`config.mk`:
```
export PLATFORM = sky130hd
export DESIGN_NAME = spram_reader
export DESIGN_NICKNAME = d
export VERILOG_FILES = /design/src/rtl/spram_reader_pkg.sv /design/src/rtl/spram_skid_buf.sv /design/src/rtl/spram_reader.sv
export SDC_FILE = /design/constraint.sdc
export NUM_CORES = 1
export LEC_CHECK = 0
export ABC_AREA = 0
export ABC_CLOCK_PERIOD_IN_PS = 6810
export CAP_MARGIN = 40
export CELL_PAD_IN_SITES_DETAIL_PLACEMENT = 0
export CELL_PAD_IN_SITES_GLOBAL_PLACEMENT = 2
export CORE_MARGIN = 3
export CORE_UTILIZATION = 30
export DETAILED_ROUTE_END_ITERATION = 12
export PLACE_DENSITY = 0.82
export SLEW_MARGIN = 20
export SYNTH_ARGS = -nofsm -noshare
export SYNTH_HDL_FRONTEND = slang
export SYNTH_HIERARCHICAL = 1
export SYNTH_SLANG_ARGS = --single-unit
export TNS_END_PERCENT = 10
```
`constraint.sdc`:
```
create_clock -name clock -period 6.81 [get_ports clock]
set_input_delay 2.043 -clock clock [delete_from_list [all_inputs] [get_ports clock]]
set_output_delay 2.043 -clock clock [all_outputs]
set_load 0.03 [all_outputs]
```
`src/rtl/spram_reader_pkg.sv`:
```
// Shared definitions for the single-port RAM reader: FSM state encodings
// and the depth of the output skid buffer.
package spram_reader_pkg;

  typedef enum logic [1:0] {
    ST_IDLE   = 2'd0,
    ST_READ   = 2'd1,
    ST_DRAIN  = 2'd2,
    ST_FINISH = 2'd3
  } state_t;

  localparam int BUF_DEPTH = 2;

endpackage

```
`src/rtl/spram_skid_buf.sv`:
```
// Two-entry FIFO that holds words returned by the RAM until the downstream
// consumer takes them. Push and pop in the same cycle are legal, also when full.
module spram_skid_buf
  import spram_reader_pkg::*;
#(
  parameter int WIDTH = 8
) (
  input  logic             clock,
  input  logic             reset_n,
  input  logic             push,
  input  logic [WIDTH-1:0] push_data,
  input  logic             pop,
  output logic [WIDTH-1:0] head_data,
  output logic [1:0]       count
);

  logic             wr_ptr_reg;
  logic             rd_ptr_reg;
  logic [1:0]       count_reg;
  logic [WIDTH-1:0] entry_data [BUF_DEPTH];

  generate
    for (genvar gi = 0; gi < BUF_DEPTH; gi++) begin : g_entry
      logic [WIDTH-1:0] data_reg;

      // Each slot captures the pushed word when the write pointer selects it.
      always_ff @(posedge clock) begin
        if (reset_n) begin
          data_reg <= '0;
        end else if (push && (wr_ptr_reg == 1'(gi))) begin
          data_reg <= push_data;
        end
      end

      assign entry_data[gi] = data_reg;
    end
  endgenerate

  // Pointer and occupancy bookkeeping; the reader's credit scheme keeps count <= 2.
  always_ff @(posedge clock) begin
    if (reset_n) begin
      wr_ptr_reg <= 1'b0;
      rd_ptr_reg <= 1'b0;
      count_reg  <= 2'd0;
    end else begin
      if (push) wr_ptr_reg <= ~wr_ptr_reg;
      if (pop)  rd_ptr_reg <= ~rd_ptr_reg;
      count_reg <= count_reg + 2'(push) - 2'(pop);
    end
  end

  assign head_data = entry_data[rd_ptr_reg];
  assign count     = count_reg;

endmodule

```
`src/rtl/spram_reader.sv`:
```
// Streams LEN words out of a single-port RAM starting at BASE, presenting
// them in address order on a valid/ready stream with full backpressure.
module spram_reader
  import spram_reader_pkg::*;
#(
  parameter int WIDTH = 8,
  parameter int DEPTH = 4
) (
  input  logic             clock,
  input  logic             reset_n,
  input  logic             start,
  input  logic [DEPTH-1:0] base,
  input  logic [DEPTH:0]   len,
  output logic [DEPTH-1:0] ram_addr,
  output logic             ram_we,
  input  logic [WIDTH-1:0] ram_out,
  output logic [WIDTH-1:0] out_data,
  output logic             out_valid,
  input  logic             out_ready,
  output logic             busy,
  output logic             done
);

  localparam logic [DEPTH:0] LEN_ZERO = '0;
  localparam logic [DEPTH:0] LEN_ONE  = (DEPTH+1)'(1);

  state_t           state_reg, state_next;
  logic [DEPTH-1:0] addr_reg;       // next address to read
  logic [DEPTH:0]   remaining_reg;  // reads still to be issued
  logic             inflight_reg;   // a RAM read returns data this cycle
  logic [1:0]       buf_count;
  logic [WIDTH-1:0] head_data;
  logic             accept, idle_issue, read_issue, issue, pop;
  logic [2:0]       occupancy_next;

  // The first read goes out in the same cycle the start is accepted, so the
  // first word is visible two cycles after start.
  assign accept     = (state_reg == ST_IDLE) && start;
  assign idle_issue = accept && (len != LEN_ZERO);

  // Buffer slots taken once this cycle's returning word lands and this cycle's
  // pop leaves. A new read is allowed only if its word is guaranteed a slot
  // even if the consumer stalls next cycle.
  assign occupancy_next = 3'(buf_count) + 3'(inflight_reg) - 3'(pop);
  assign read_issue     = (state_reg == ST_READ) && (occupancy_next < 3'd2);
  assign issue          = idle_issue || read_issue;

  assign ram_addr  = accept ? base : addr_reg;
  assign ram_we    = 1'b0;
  assign out_valid = (buf_count != 2'd0);
  assign out_data  = head_data;
  assign pop       = out_valid && out_ready;
  assign busy      = (state_reg != ST_IDLE);
  assign done      = (state_reg == ST_FINISH);

  spram_skid_buf #(.WIDTH(WIDTH)) u_buf (
    .clock     (clock),
    .reset_n   (reset_n),
    .push      (inflight_reg),
    .push_data (ram_out),
    .pop       (pop),
    .head_data (head_data),
    .count     (buf_count)
  );

  // State register, address/remaining counters and the in-flight flag.
  always_ff @(posedge clock) begin
    if (reset_n) begin
      state_reg     <= ST_IDLE;
      addr_reg      <= '0;
      remaining_reg <= '0;
      inflight_reg  <= 1'b0;
    end else begin
      state_reg    <= state_next;
      inflight_reg <= issue;
      if (idle_issue) begin
        addr_reg      <= base + DEPTH'(1);
        remaining_reg <= len - LEN_ONE;
      end else if (read_issue) begin
        addr_reg      <= addr_reg + DEPTH'(1);
        remaining_reg <= remaining_reg - LEN_ONE;
      end
    end
  end

  // Next-state logic: finish once nothing is left to read, in flight or buffered.
  always_comb begin
    state_next = state_reg;
    case (state_reg)
      ST_IDLE: begin
        if (start) begin
          if (len == LEN_ZERO)     state_next = ST_FINISH;
          else if (len == LEN_ONE) state_next = ST_DRAIN;
          else                     state_next = ST_READ;
        end
      end
      ST_READ: begin
        if (read_issue && (remaining_reg == LEN_ONE)) state_next = ST_DRAIN;
      end
      ST_DRAIN: begin
        if (!inflight_reg && ((buf_count == 2'd0) || ((buf_count == 2'd1) && pop)))
          state_next = ST_FINISH;
      end
      ST_FINISH: state_next = ST_IDLE;
      default:   state_next = ST_IDLE;
    endcase
  end

endmodule

```
==> metrics.yaml, run 1 <==
timing:
  skew_ps: 8.80
  finalCritPeriodShare_pct: 85.6
  tns_ps: 0
  fin_crit_ps: 5830
  timing.fmax_ghz: 0.171
  setup_viol: 0
  maxSlewHeadroom_pct: 59.0
  slew_violations: 0
  worstMarginPinSlew_ps: 614
  fin_ws_ps: 977
  hold_viol_final: 0
  rsz0062_at_grt: "false"
detailed_routing:
  drtIter0Drc: 92
  route.vias.total: 1555
  wl_mm: 4.24
  ant_nets: 0
  first_pass_iters: 4
  drcViolationCount: 0
  wl_per_cell_um: 12.8
  viasPerCell: 4.70
cts:
  clock-sinks: 32
  insertion_delay_ps: 280
  cts_buffers: 5
  post-cts-setup-buffers: 0
  cts_root_buf: "clkbuf_8"
  clk_path_buf_depth: 2
  tritoncts: "built"
  cts_hold_buf: 0
  cts_resized: 0
  clk_pin_slew_ps: 70
  htreeDepth: 2
worst_hold_path:
  hold_path.class: "reg -> reg"
  min_from: "u_buf/g_entry[0].data_reg[0]"
  holdPathStages: 2
  hold_path_end: "u_buf/g_entry[0].data_reg[0]"
logic_synthesis:
  ys_seq_area_share_pct: 34.1
  syn_area_um2: 1880
  ys_ff_latch: 32
  yosysWarnings: 6
  syn_nets: 257
  synth-async-reset-ratio_pct: 0
  synthFlopType: "dfxtp_1"
  synth_cell_types: 42
  syn-instance-count: 222
  avgSynthCellArea_um2: 8.45
  synth_edf_count: 0
setup_path:
  reg2reg_from: "u_buf/count[1]"
  cpPeakStageDelay_ps: 590
  cp.arrival_ps: 3790
  crit_chain: "clkdlybuf4s50_1 -> nand2_1 -> mux2_2 -> clkdlybuf4s50_1"
  r2r_slack_ps: 3680
  rr_worst_depth: 9
  path_delay_family: "buffers and inverters"
  slowest_stage: "clkdlybuf4s50_1"
  worst-path-max-fanout: 10
  path_class: "in -> out"
  path_buf_inv: 2
  crit_path_start_kind: "input port"
  required_ps: 4770
  path_common_cell: "clkdlybuf4s50_1"
  crit_path_end_kind: "output port"
  worstReg2RegEnd: "state_reg[0]"
global_routing:
  grtUsageTotal_pct: 12.6
  grt_overflow_total: 0
  grt_pass1_vias: 1527
  grt_pass1_wl_mm: 7.37
  antenna_found_initial: 0
  grt_max_degree: 33
pwr:
  vdd_ir_drop_max_mv: 0.180
  power_density_nw_per_um2: 361
  intPower_mw: 0.520
  p_sw_share_pct: 39.4
  p_comb_share_pct: 45.2
  seq_power_share_pct: 34.0
  p_clk_share_pct: 20.8
  p_total_mw: 0.859
  switching_power_mw: 0.339
  leakage_nw: 0.934
floorplan:
  start_util_pct: 31.3
  ios: 37
  die_w_um: 85.1
  rows: 28
  die_h_um: 85.1
  core_area_um2: 5990
  die_area_um2: 7240
placed_design:
  gp_congestion: 0.714
  io_buffers: 35
  dp_hpwl_mm: 3.03
  preCtsSetupSlack_ps: 974
  place_area_um2: 2270
cells_and_area:
  layout.nets: 290
  largest_reg_flops: 16
  layout-drive-gt1-share_pct: 9.77
  num_antenna_cells: 0
  n_fill_cell: 622
  finalInstanceArea_um2: 2380
  area_growth_syn_to_layout_pct: 26.8
run_status:
  outcome: "completed"
run:
  drv_cap: 0
[power groups by stage]
stage | sequential, mW | combinational, mW | clock [mW]
after global routing | 0.301 | 0.438 | 0.190
after detailed placement | 0.296 | 0.391 | 0
after floorplan | 0.265 | 0.310 | 0
final | 0.292 | 0.388 | 0.179
after CTS | 0.292 | 0.393 | 0.184
after global placement | 0.297 | 0.390 | 0
[cell families (layout without fill, tap and decap cells)]
| group | count (synthesis) | count (layout) | share of synthesized area [%] |
|---|---|---|---|
| buffers and inverters | 23 | 57 | 5.60 |
| AND/OR/NAND/NOR | 84 | 84 | 22.0 |
| XOR/XNOR | 14 | 14 | 6.93 |
| other | 1 | 1 | 0.200 |
| flip-flops | 32 | 32 | 34.1 |
| AO/OA/AOI/OAI | 39 | 39 | 12.5 |
| multiplexers | 15 | 15 | 8.93 |
| adder cells (fa/ha/maj) | 14 | 14 | 9.73 |
[cells in the mapped netlist (all sizes together) (2+ instances only)]
| cell type | instances | area [µm²] |
|---|---|---|
| mux2 | 14 | 158 |
| nor3 | 4 | 20.0 |
| inv | 13 | 48.8 |
| nor2 | 15 | 56.3 |
| dfxtp | 32 | 641 |
| a21oi | 22 | 110 |
| a31oi | 2 | 12.5 |
| nand2b | 4 | 25.0 |
| o21ai | 3 | 15.0 |
| ha | 13 | 163 |
| nand3 | 14 | 70.1 |
| a211oi | 3 | 22.5 |
| clkbuf | 3 | 11.3 |
| and2 | 3 | 18.8 |
| o21a | 2 | 15.0 |
| nor4b | 2 | 30.0 |
| xor2 | 7 | 61.3 |
| xnor2 | 7 | 68.8 |
| nand2 | 33 | 131 |
| o211ai | 2 | 15.0 |
| buf | 7 | 45.0 |
| or2 | 2 | 12.5 |
| nor2b | 2 | 12.5 |
[placed cells by master, fill, tap and decap left out, drive strengths merged, types with 2 or more instances in the layout]
cell           Yosys  routed
nor4b              2       2
or2                2       2
nor2              15      15
inv               13      13
ha                13      13
nor3               4       4
and2               3       3
clkbuf             3       6
nand2b             4       4
dfxtp             32      32
clkdlybuf4s50      0      35
o211ai             2       2
a31oi              2       2
a21oi             22      22
nand3             14      14
nor2b              2       2
a211oi             3       3
xor2               7       7
nand2             33      33
o21ai              3       3
mux2              14      14
xnor2              7       7
o21a               2       2
[routing by layer]
layer / wire, µm / track usage, % / vias up / part of all wire (%)
met5: 0 / 0 / - / 0
met4: 44 / 4.32 / 0 / 1.0
met3: 158 / 2.91 / 4 / 3.7
met2: 1790 / 18.1 / 25 / 42
met1: 2250 / 18.4 / 703 / 53
li1: - / - / 823 / -
[final cells by class]
type                    count  area, µm²  share of cell area [%]
multi-input cells         167       1130                    47.5
flip-flops and latches     32        641                    26.9
repair buffers             36        358                    15.0
well taps                  75       93.8                    3.94
clock buffers               6       72.6                    3.05
inverters                  13       48.8                    2.05
clock inverters             2       35.0                    1.47
[stage by stage]
stage / cells / util (%) / hold WS (ps)
3_5_place_dp: 323 / 37.9 / 445
6_report: 331 / 39.7 / 450
2_1_floorplan: 222 / - / 433
4_1_cts: 331 / 39.7 / 455
3_3_place_gp: 323 / 37.9 / 441
5_1_grt: 331 / 39.7 / 468
[worst register-to-register path: stages, from the launching register on]
cell and delay, ps:
dfxtp_1 400, or2_2 340, and2_1 200, ha_1 270, nand2b_1 150, fa_1 450
xnor2_2 280, nand3_1 120, a222oi_1 440, mux2_1 360
[how the worst max path moves through the flow]
stage          startpoint          end  slack [ps]  depth (start not counted)
3_5_place_dp        start  ram_addr[2]         970                          4
3_3_place_gp        start  ram_addr[2]         970                          4
6_report            start  ram_addr[2]         980                          4
2_1_floorplan       start  ram_addr[0]        2090                          2
4_1_cts             start  ram_addr[2]         970                          4
5_1_grt             start  ram_addr[2]         900                          4
Note: power is estimated with default switching activity, not from simulation.
==> run 2, diff against run 1 <==
CORE_UTILIZATION = 32   (was 30)
PLACE_DENSITY = 0.86   (was 0.82)
==> metrics.yaml, run 2 (synthesis results as in run 1) <==
cts:
  cts_resized: 0  # unchanged
  cts_buffers: 5  # unchanged
  insertion_delay_ps: 290  # about the same
  clk_pin_slew_ps: 70  # about the same
  clk_path_buf_depth: 2  # unchanged
  htreeDepth: 2  # unchanged
  tritoncts: "built"
  cts_hold_buf: 0  # unchanged
  post-cts-setup-buffers: 0  # unchanged
  clock-sinks: 32  # unchanged
  cts_root_buf: "clkbuf_8"
pwr:
  power_density_nw_per_um2: 362  # +0.18%
  leakage_nw: 0.934  # unchanged
  p_total_mw: 0.860  # about the same
  vdd_ir_drop_max_mv: 0.142  # -21%
timing:
  maxSlewHeadroom_pct: 59.6  # +0.57 points
  tns_ps: 0  # unchanged
  finalCritPeriodShare_pct: 85.8  # +0.15 points
  rsz0062_at_grt: "false"
  hold_viol_final: 0  # unchanged
  worstMarginPinSlew_ps: 605  # -8.54 ps
  skew_ps: 6.76  # -2.04 ps
  slew_violations: 0  # unchanged
  fin_crit_ps: 5840  # +10.2 ps
  timing.fmax_ghz: 0.171  # -0.18%
  hold_ws_ps: 451  # +0.333 ps
  setup_viol: 0  # unchanged
detailed_routing:
  route.vias.total: 1583  # +1.8%
  drcViolationCount: 0  # unchanged
  drtIter0Drc: 105  # +14%
  viasPerCell: 4.83  # +2.7%
  first_pass_iters: 4  # unchanged
  wl_mm: 4.19  # -1.1%
  wl_per_cell_um: 12.8  # -0.23%
  wl_met3_um: 190  # +20%
  drt-met1-wl_mm: 2.18  # -3.0%
  ant_nets: 0  # unchanged
  top_layer_used: "met4"
  wl_met2_mm: 1.75  # -2.4%
worst_hold_path:
  hold_path_end: "u_buf/g_entry[1].data_reg[1]"
  min_from: "u_buf/g_entry[1].data_reg[1]"
  hold_path.class: "reg -> reg"
  holdPathStages: 2  # unchanged
setup_path:
  crit_chain: "clkdlybuf4s50_1 -> nand2_1 -> mux2_2 -> clkdlybuf4s50_1"
  crit_path_end_kind: "output port"
  r2r_slack_ps: 3680  # about the same
  rr_worst_depth: 9  # unchanged
  worst-path-max-fanout: 10  # unchanged
  path_class: "in -> out"
  path_common_cell: "clkdlybuf4s50_1"
  required_ps: 4770  # about the same
  cpPeakStageDelay_ps: 590  # about the same
  crit_path_start_kind: "input port"
  reg2reg_from: "u_buf/count[1]"
  slowest_stage: "clkdlybuf4s50_1"
  cp.arrival_ps: 3800  # about the same
  worstReg2RegEnd: "state_reg[1]"
placed_design:
  dp_hpwl_mm: 2.98  # -1.6%
  place_area_um2: 2270  # -0.17%
  gp_congestion: 0.734  # +2.7%
  io_buffers: 35  # unchanged
global_routing:
  grt_pass1_vias: 1522  # -0.33%
  grtUsageTotal_pct: 13.6  # +0.99 points
  antenna_found_initial: 0  # unchanged
  grt_pass1_wl_mm: 7.09  # -3.7%
  grt_max_degree: 33  # unchanged
  grt_overflow_total: 0  # unchanged
run:
  drv_cap: 0  # unchanged
cells_and_area:
  layout-drive-gt1-share_pct: 9.77  # unchanged
  area_growth_syn_to_layout_pct: 26.6
  num_antenna_cells: 0  # unchanged
  layout_common_cells: "35 x clkdlybuf4s50_1, 32 x nand2_1, 32 x dfxtp_1"
  finalInstanceArea_um2: 2380  # -0.16%
  fin_util_pct: 42.4  # +2.6 points
  largest_reg_flops: 16  # unchanged
  layout.nets: 290  # unchanged
  n_fill_cell: 591  # -5.0%
  layout_commonest_cell: "clkdlybuf4s50_1"
floorplan:
  core_area_um2: 5610  # -6.4%
  rows: 27  # -3.6%
  die_w_um: 82.6  # -2.9%
  ios: 37  # unchanged
  die_h_um: 82.6  # -2.9%
  start_util_pct: 33.5  # +2.1 points
  die_area_um2: 6820  # -5.8%
run_status:
  outcome: "completed"
-- run 2: cell type report --
type / instances / area (µm²) / area share, %
Sequential cell: 32 / 641 / 27.0
Timing Repair Buffer: 36 / 358 / 15.1
Multi-Input combinational cell: 167 / 1130 / 47.6
Clock inverter: 2 / 35.0 / 1.47
Clock buffer: 6 / 72.6 / 3.05
Inverter: 13 / 48.8 / 2.05
Tap cell: 72 / 90.1 / 3.79
-- run 2: report_power, final --
| group | switching (mW) | leakage, nW | internal [mW] |
|---|---|---|---|
| Clock | 0.0718 | 0.0552 | 0.109 |
| Sequential | 0.0584 | 0.262 | 0.232 |
| Combinational | 0.208 | 0.617 | 0.180 |
| Total | 0.338 | 0.934 | 0.521 |
-- run 2: critical path: cells and delay by family --
kind	cells	cell delay, ps
buf+inv	2	1040
simple gates	1	330
mux	1	380
-- run 2: how the worst max path moves through the flow --
stage | from | slack (ps) | endpoint | cells past startpoint
after floorplan | start | 2090 | ram_addr[0] | 2
after global placement | start | 980 | ram_addr[3] | 4
after detailed placement | start | 980 | ram_addr[2] | 4
after CTS | start | 970 | ram_addr[3] | 4
after global routing | start | 890 | ram_addr[3] | 4
final | start | 970 | ram_addr[3] | 4
-- run 2: per-stage QoR --
| stage | std cells | worst slack, ps |
|---|---|---|
| after CTS | 328 | 968 |
| after global routing | 328 | 890 |
| after global placement | 320 | 981 |
| after detailed placement | 320 | 977 |
| after floorplan | 222 | 2090 |
| final | 328 | 967 |
-- run 2: routing by layer --
metal	vias up	track usage (%)
met5	-	0
met4	0	4.90
met3	7	3.25
met2	35	19.9
met1	719	19.3
li1	822	-
==> run 3, diff against run 2 <==
PLACE_DENSITY = 0.83   (was 0.86)
SKIP_CTS_REPAIR_TIMING = 1   (was not set)
==> metrics.yaml, run 3 (synthesis results as in run 1) <==
global_routing:
  grt_pass1_vias: 1510  # -0.79%
  top_usage_layer: "met2"
  grt_max_degree: 33  # unchanged
  grtUsageTotal_pct: 13.9  # +0.29 points
  use_met2_pct: 20.6  # +0.72 points
  grt_pass1_wl_mm: 7.21  # +1.6%
  grt_overflow_total: 0  # unchanged
  antenna_found_initial: 0  # unchanged
  use_met1_pct: 19.4  # +0.096 points
  grt_use_met3_pct: 3.47  # +0.22 points
timing:
  slew_violations: 0  # unchanged
  hold_ws_ps: 455  # +3.87 ps
  tns_ps: 0  # unchanged
  skew_ps: 7.09  # +0.334 ps
  setup_viol: 0  # unchanged
  fin_crit_ps: 5830  # -8.49 ps
  maxSlewHeadroom_pct: 52.6  # -7.0 points
  rsz0062_at_grt: "false"
  timing.fmax_ghz: 0.171  # +0.15%
  worstMarginPinSlew_ps: 710  # +105 ps
  hold_viol_final: 0  # unchanged
  finalCritPeriodShare_pct: 85.7  # -0.12 points
detailed_routing:
  viasPerCell: 4.80  # -0.57%
  drtIter0Drc: 73  # -30%
  route.vias.total: 1574  # -0.57%
  ant_nets: 0  # unchanged
  drcViolationCount: 0  # unchanged
  first_pass_iters: 4  # unchanged
  wl_per_cell_um: 13.1  # +2.8%
  wl_mm: 4.31  # +2.8%
setup_path:
  required_ps: 4770  # about the same
  cp.arrival_ps: 3790  # about the same
  crit_path_end_kind: "output port"
  crit_path_start_kind: "input port"
  path_class: "in -> out"
  worst-path-max-fanout: 10  # unchanged
pwr:
  vdd_ir_drop_max_mv: 0.138  # -2.8%
  p_sw_share_pct: 39.4  # about the same
  power_density_nw_per_um2: 361  # about the same
  leakage_nw: 0.934  # unchanged
  p_total_mw: 0.859  # about the same
  intPower_mw: 0.521  # about the same
  switching_power_mw: 0.338  # -0.14%
  p_clk_share_pct: 20.8  # -0.2 points
  seq_power_share_pct: 33.8  # about the same
  p_comb_share_pct: 45.3  # about the same
floorplan:
  start_util_pct: 33.5  # unchanged
  ios: 37  # unchanged
  die_w_um: 82.6  # unchanged
  die_h_um: 82.6  # unchanged
  core_area_um2: 5610  # unchanged
  die_area_um2: 6820  # unchanged
  rows: 27  # unchanged
cells_and_area:
  area_growth_syn_to_layout_pct: 26.6  # unchanged
  layout_commonest_cell: "clkdlybuf4s50_1"
  num_antenna_cells: 0  # unchanged
  largest_reg_flops: 16  # unchanged
  layout_common_cells: "35 x clkdlybuf4s50_1, 32 x nand2_1, 32 x dfxtp_1"
  layout-drive-gt1-share_pct: 9.77  # unchanged
  layout.nets: 290  # unchanged
cts:
  clock-sinks: 32  # unchanged
  clk_pin_slew_ps: 70  # about the same
  insertion_delay_ps: 290  # about the same
  htreeDepth: 2  # unchanged
  cts_root_buf: "clkbuf_8"
  clk_path_buf_depth: 2  # unchanged
  tritoncts: "built"
  cts_buffers: 5  # unchanged
placed_design:
  gp_congestion: 0.705  # -4.0%
  io_buffers: 35  # unchanged
  dp_hpwl_mm: 3.11  # +4.4%
worst_hold_path:
  hold_path.class: "reg -> reg"
run_status:
  outcome: "completed"
run:
  drv_cap: 0  # unchanged
[run 3: cell counts in the layout (fill, tap and decap cells not counted)]
Identical to the previous run, type by type.
[run 3: area by class of cell]
cell class | count | area, µm²
fillers | 587 | 3230
multi-input cells | 167 | 1130
flip-flops and latches | 32 | 641
repair buffers | 36 | 358
well taps | 72 | 90.1
clock buffers | 6 | 72.6
inverters | 13 | 48.8
clock inverters | 2 | 35.0
[run 3: power by group through the flow]
stage / combinational [mW] / sequential (mW) / clock (mW)
floorplan: 0.310 / 0.265 / 0
detailed placement: 0.392 / 0.295 / 0
global placement: 0.390 / 0.296 / 0
global route: 0.434 / 0.300 / 0.191
CTS: 0.394 / 0.291 / 0.184
finish: 0.389 / 0.291 / 0.179
[run 3: worst paths after layout]
path	start	end	slack, ps	cells past startpoint
max	start	ram_addr[0]	980	4
min	u_buf/g_entry[0].data_reg[6]	u_buf/g_entry[0].data_reg[6]	450	2
max reg2reg	u_buf/count[1]	state_reg[0]	3650	9
min reg2reg	u_buf/g_entry[0].data_reg[6]	u_buf/g_entry[0].data_reg[6]	450	2
[run 3: per-stage QoR]
step | utilization, % | cell area (µm²) | std cells | worst slack [ps]
2_1_floorplan | - | 1880 | 222 | 2090
3_3_place_gp | 40.5 | 2270 | 320 | 976
3_5_place_dp | 40.5 | 2270 | 320 | 961
4_1_cts | 42.4 | 2380 | 328 | 958
5_1_grt | 42.4 | 2380 | 328 | 908
6_report | 42.4 | 2380 | 328 | 976
[run 3: critical path: stages]
cell	delay, ps
clkdlybuf4s50_1	450
nand2_1	320
mux2_2	380
clkdlybuf4s50_1	600
[run 3: routing by layer]
metal  vias to the layer above  wire (µm)
met5                         -          0
met4                         0         76
met3                         6        195
met2                        33       1810
met1                       715       2230
li1                        820          -
